$ cat src/rtl/pipeline_hazard_controller.sv
// Stall/flush sequencer for the five-stage pipeline: load-use, taken-branch and
// data-memory-wait hazards, plus saturating perf counters and a sticky wait timeout.
module pipeline_hazard_controller #(
    parameter int unsigned CNT_WIDTH   = 32,
    parameter int unsigned MEM_TIMEOUT = 255
) (
    input  logic                 clk,
    input  logic                 rst,
    input  logic [4:0]           idRs1Index,
    input  logic [4:0]           idRs2Index,
    input  logic                 idUsesRs1,
    input  logic                 idUsesRs2,
    input  logic                 exMemRead,
    input  logic [4:0]           exWriteRegisterIndex,
    input  logic                 exBranchTaken,
    input  logic                 memReq,
    input  logic                 memReady,
    output logic                 pcStall,
    output logic                 ifIdStall,
    output logic                 ifIdFlush,
    output logic                 idExStall,
    output logic                 idExFlush,
    output logic                 exMemStall,
    output logic                 memWbBubble,
    output logic                 memTimeout,
    output logic [CNT_WIDTH-1:0] stallCycles,
    output logic [CNT_WIDTH-1:0] flushCount
);

    localparam int unsigned       WAIT_W   = $clog2(MEM_TIMEOUT + 1);
    localparam logic [WAIT_W-1:0] WAIT_MAX = WAIT_W'(MEM_TIMEOUT);

    typedef enum logic {
        RUN      = 1'b0,
        MEM_WAIT = 1'b1
    } state_t;

    state_t               state_q, state_d;
    logic [WAIT_W-1:0]    wait_cnt_q, wait_cnt_d;
    logic                 mem_timeout_q, mem_timeout_d;
    logic [CNT_WIDTH-1:0] stall_cycles_q, stall_cycles_d;
    logic [CNT_WIDTH-1:0] flush_count_q, flush_count_d;

    logic mem_stall;
    logic load_use;
    logic branch_flush;

    // Hazard detection is purely combinational so a wait stalls in its request cycle.
    always_comb begin
        mem_stall    = memReq & ~memReady;
        load_use     = exMemRead & (exWriteRegisterIndex != 5'd0) &
                       ((idUsesRs1 & (idRs1Index == exWriteRegisterIndex)) |
                        (idUsesRs2 & (idRs2Index == exWriteRegisterIndex)));
        branch_flush = exBranchTaken & ~mem_stall;
    end

    // Barrier controls in priority order; a masked branch/load-use re-fires once memory is ready.
    always_comb begin
        pcStall     = 1'b0;
        ifIdStall   = 1'b0;
        ifIdFlush   = 1'b0;
        idExStall   = 1'b0;
        idExFlush   = 1'b0;
        exMemStall  = 1'b0;
        memWbBubble = 1'b0;
        if (rst) begin
            ifIdFlush   = 1'b1;
            idExFlush   = 1'b1;
            memWbBubble = 1'b1;
        end else if (mem_stall) begin
            pcStall     = 1'b1;
            ifIdStall   = 1'b1;
            idExStall   = 1'b1;
            exMemStall  = 1'b1;
            memWbBubble = 1'b1;
        end else if (exBranchTaken) begin
            ifIdFlush = 1'b1;
            idExFlush = 1'b1;
        end else if (load_use) begin
            pcStall   = 1'b1;
            ifIdStall = 1'b1;
            idExFlush = 1'b1;
        end
    end

    // Wait FSM, timeout detection and saturating performance counters.
    always_comb begin
        state_d        = state_q;
        wait_cnt_d     = '0;
        mem_timeout_d  = mem_timeout_q;
        stall_cycles_d = stall_cycles_q;
        flush_count_d  = flush_count_q;
        case (state_q)
            RUN: begin
                if (mem_stall) begin
                    state_d = MEM_WAIT;
                end
            end
            MEM_WAIT: begin
                if (memReady) begin
                    state_d = RUN;
                end else if (wait_cnt_q != WAIT_MAX) begin
                    wait_cnt_d = wait_cnt_q + WAIT_W'(1);
                end else begin
                    wait_cnt_d = wait_cnt_q;
                end
            end
            default: state_d = RUN;
        endcase
        if (wait_cnt_d == WAIT_MAX) begin
            mem_timeout_d = 1'b1;
        end
        if (pcStall && (stall_cycles_q != '1)) begin
            stall_cycles_d = stall_cycles_q + CNT_WIDTH'(1);
        end
        if (branch_flush && (flush_count_q != '1)) begin
            flush_count_d = flush_count_q + CNT_WIDTH'(1);
        end
    end

    always_ff @(posedge clk) begin
        if (rst) begin
            state_q        <= RUN;
            wait_cnt_q     <= '0;
            mem_timeout_q  <= 1'b0;
            stall_cycles_q <= '0;
            flush_count_q  <= '0;
        end else begin
            state_q        <= state_d;
            wait_cnt_q     <= wait_cnt_d;
            mem_timeout_q  <= mem_timeout_d;
            stall_cycles_q <= stall_cycles_d;
            flush_count_q  <= flush_count_d;
        end
    end

    assign memTimeout  = mem_timeout_q;
    assign stallCycles = stall_cycles_q;
    assign flushCount  = flush_count_q;

endmodule

$ cat config.mk
export PLATFORM = sky130hd
export DESIGN_NAME = pipeline_hazard_controller
export DESIGN_NICKNAME = d
export VERILOG_FILES = /design/src/rtl/pipeline_hazard_controller.sv
export SDC_FILE = /design/constraint.sdc
export NUM_CORES = 1
export LEC_CHECK = 0
export ABC_AREA = 1
export CORE_AREA = 4 4 102 104
export DETAILED_ROUTE_END_ITERATION = 10
export DIE_AREA = 0 0 106 108
export PLACE_DENSITY = 0.82
export SLEW_MARGIN = 20
export SYNTH_ARGS = -nofsm -noshare
export SYNTH_HDL_FRONTEND = slang
export SYNTH_SLANG_ARGS = --single-unit
$ cat constraint.sdc
create_clock -name clk -period 5.1 [get_ports clk]
set_input_delay 1.02 -clock clk [delete_from_list [all_inputs] [get_ports clk]]
set_output_delay 1.02 -clock clk [all_outputs]
set_load 0.01 [all_outputs]
==> impl_metrics.yaml <==
outcome:
  status: "finished, final reports clean"
floorplanning:
  initial_utilization: 0.538
  num_rows: 36
  core_um2: 9550
  die_h_um: 108
  die_width_um: 106
  ios: 95
  die_area_um2: 11400
sta:
  holdWs_ns: 0.458
  timing.fmax_mhz: 248
  setup_viol: 0
  final-max-slew-violation-count: 0
  slew_headroom: 0.602
  rsz0062_at_grt: "no"
  tightest_slew_ns: 0.598
  final_hold_viol_count: 0
  tns_ns: 0
  fin_crit_ns: 4.03
  fin_skew_ns: 0.0113
  fin_crit_sh: 0.789
route:
  drc: 0
  top_layer_used: "met4"
  drt_iter0_drc: 349
  drt_first_pass_iters: 5
  via_count: 5289
  drtAntennaViolNets: 0
  wl_um: 13100
  dr_wl_met3_um: 622
  dr_wl_met2_um: 6510
  wl_per_cell_um: 12.4
  wl_met1_um: 5780
  via_per_inst: 4.99
setup_path:
  cp-start-kind: "input pin"
  crit_type: "in2out"
  cp_data_required_time_ns: 4.08
  critPathMaxFanout: 18
  cp.arrival_ns: 3.01
  end_kind: "output pin"
clocking:
  htreeDepth: 3
  cts-root-buf: "clkbuf_8"
  cts.path.max_buffers: 2
  numCtsBuffers: 9
  cts_setup_buffers: 0
  cts_sinks: 74
  hold_buffers: 0
  clk_pin_slew_ns: 0.07
  cts_tree: "yes"
  ctsResizeCount: 0
  clock_latency_ns: 0.35
flow_run:
  maxCapViolCount: 0
finish:
  syn_to_final_growth_pct: 23.6
  layout_common_cells: "nand2_1, nor2_1, inv_1, clkdlybuf4s50_1, dfxtp_1"
  nets: 949
  drive_gt1_frac: 0.0949
  antenna_cells: 0
  mostFrequentLayoutCell: "nand2_1"
grt:
  grt_pass1_vias: 4850
  grt-ovfl-total: 0
  antenna_found_initial: 0
  grt_max_degree: 49
  grt_use_total: 0.238
  grt_pass1_wl_um: 22300
synthesis:
  yosysUniqueCellTypes: 37
  synth_fp_nets: 866
  synth_edf_count: 0
  syn_area_per_cell_um2: 6.12
  synth-async-reset-ratio: 0
  yosys_warnings: 0
  ys_ff_latch: 74
  synthTopCellsByArea: "dfxtp_1, nand2_1, nor2_1"
  synth_top_area_frac: 0.288
  synth_cells: 840
  netlist.top_cell.by_area: "dfxtp_1"
  ys_seq_area_frac: 0.288
  synthFlopType: "dfxtp_1"
  syn_area_um2: 5140
power_and_ir_drop:
  peakVddDrop_mv: 0.114
  p_per_area_nw_per_um2: 196
  p_leak_nw: 2.44
placement:
  io_buffers: 94
  gp_congestion: 0.954
  post-dp-hpwl_um: 9730
min_path:
  hold_path.class: "reg2reg"
[cell families after synthesis]
group | count (synthesis) | share of synthesized area
AOI/OAI and AO/OA | 56 | 0.0640
xor gates and xnor gates | 27 | 0.0460
buffers and inverters | 130 | 0.108
adders and majority gates | 3 | 0.00731
and+or+nand+nor | 550 | 0.486
DFF | 74 | 0.288
[metal layers]
layer	GRT usage	vias to the layer above
li1	-	2802
met1	0.299	2343
met2	0.421	125
met3	0.0376	19
met4	0.0768	0
met5	0	-
[through the flow]
stage	power (W)	setup WS, ns	utilization	cell area, um2	cells
final	0.00125	1.07	0.665	6350	1060
after global routing	0.00129	0.952	0.665	6350	1060
after CTS	0.00126	1.07	0.665	6350	1060
after detailed placement	0.000696	1.07	0.640	6110	1045
after global placement	0.000695	1.10	0.640	6110	1045
after floorplan	0.000659	1.82	-	5140	840
[path summary, 6_finish.rpt]
| path | start | end | slack, ns | depth (start not counted) |
|---|---|---|---|---|
| worst min-delay path | memTimeout$_SDFFE_PP0N_ | memTimeout$_SDFFE_PP0N_ | 0.46 | 2 |
| worst max-delay path | memReq | ifIdStall | 1.07 | 8 |
| worst max register to register | stallCycles[0]$_SDFFE_PP0P_ | stallCycles[0]$_SDFFE_PP0P_ | 2.91 | 10 |
| worst min register to register | memTimeout$_SDFFE_PP0N_ | memTimeout$_SDFFE_PP0N_ | 0.46 | 2 |
[synth_stat cells (9+ instances only)]
cell and instances:
a21oi_1 29, a21oi_2 11, dfxtp_1 74, inv_1 95, nand2_1 264, nand2_2 19, nand3_1 40, nand4_1 37
nor2_1 129, nor2_2 10, nor3_1 15, o21ai_0 9, xnor2_1 11, xor2_1 16
[registers in the layout (all words and copies together), names as in the netlist]
signal and flops:
flushCount 32, memTimeout 1, stallCycles 32, state_q 1
wait_cnt_q 8
[critical path: stages]
cell	delay [ns]
clkdlybuf4s50_1	0.47
nand2_2	0.13
nand2_1	0.09
inv_1	0.09
nor2_4	0.35
inv_1	0.11
a21oi_1	0.18
clkdlybuf4s50_1	0.57
[power breakdown]
part	internal (W)	switching [W]
Clock	0.000338	0.000228
Combinational	0.0000377	0.0000612
Sequential	0.000580	0.00000298
[cell type report]
cell class / instances / area [um2]
clock buffer: 11 / 141
clock inverter: 4 / 98.8
fill: 910 / 3200
inverter: 104 / 393
multi-input combinational: 636 / 3110
sequential: 74 / 1480
tap: 133 / 166
timing repair buffer: 98 / 966
Note: power is estimated with default switching activity, not from simulation.
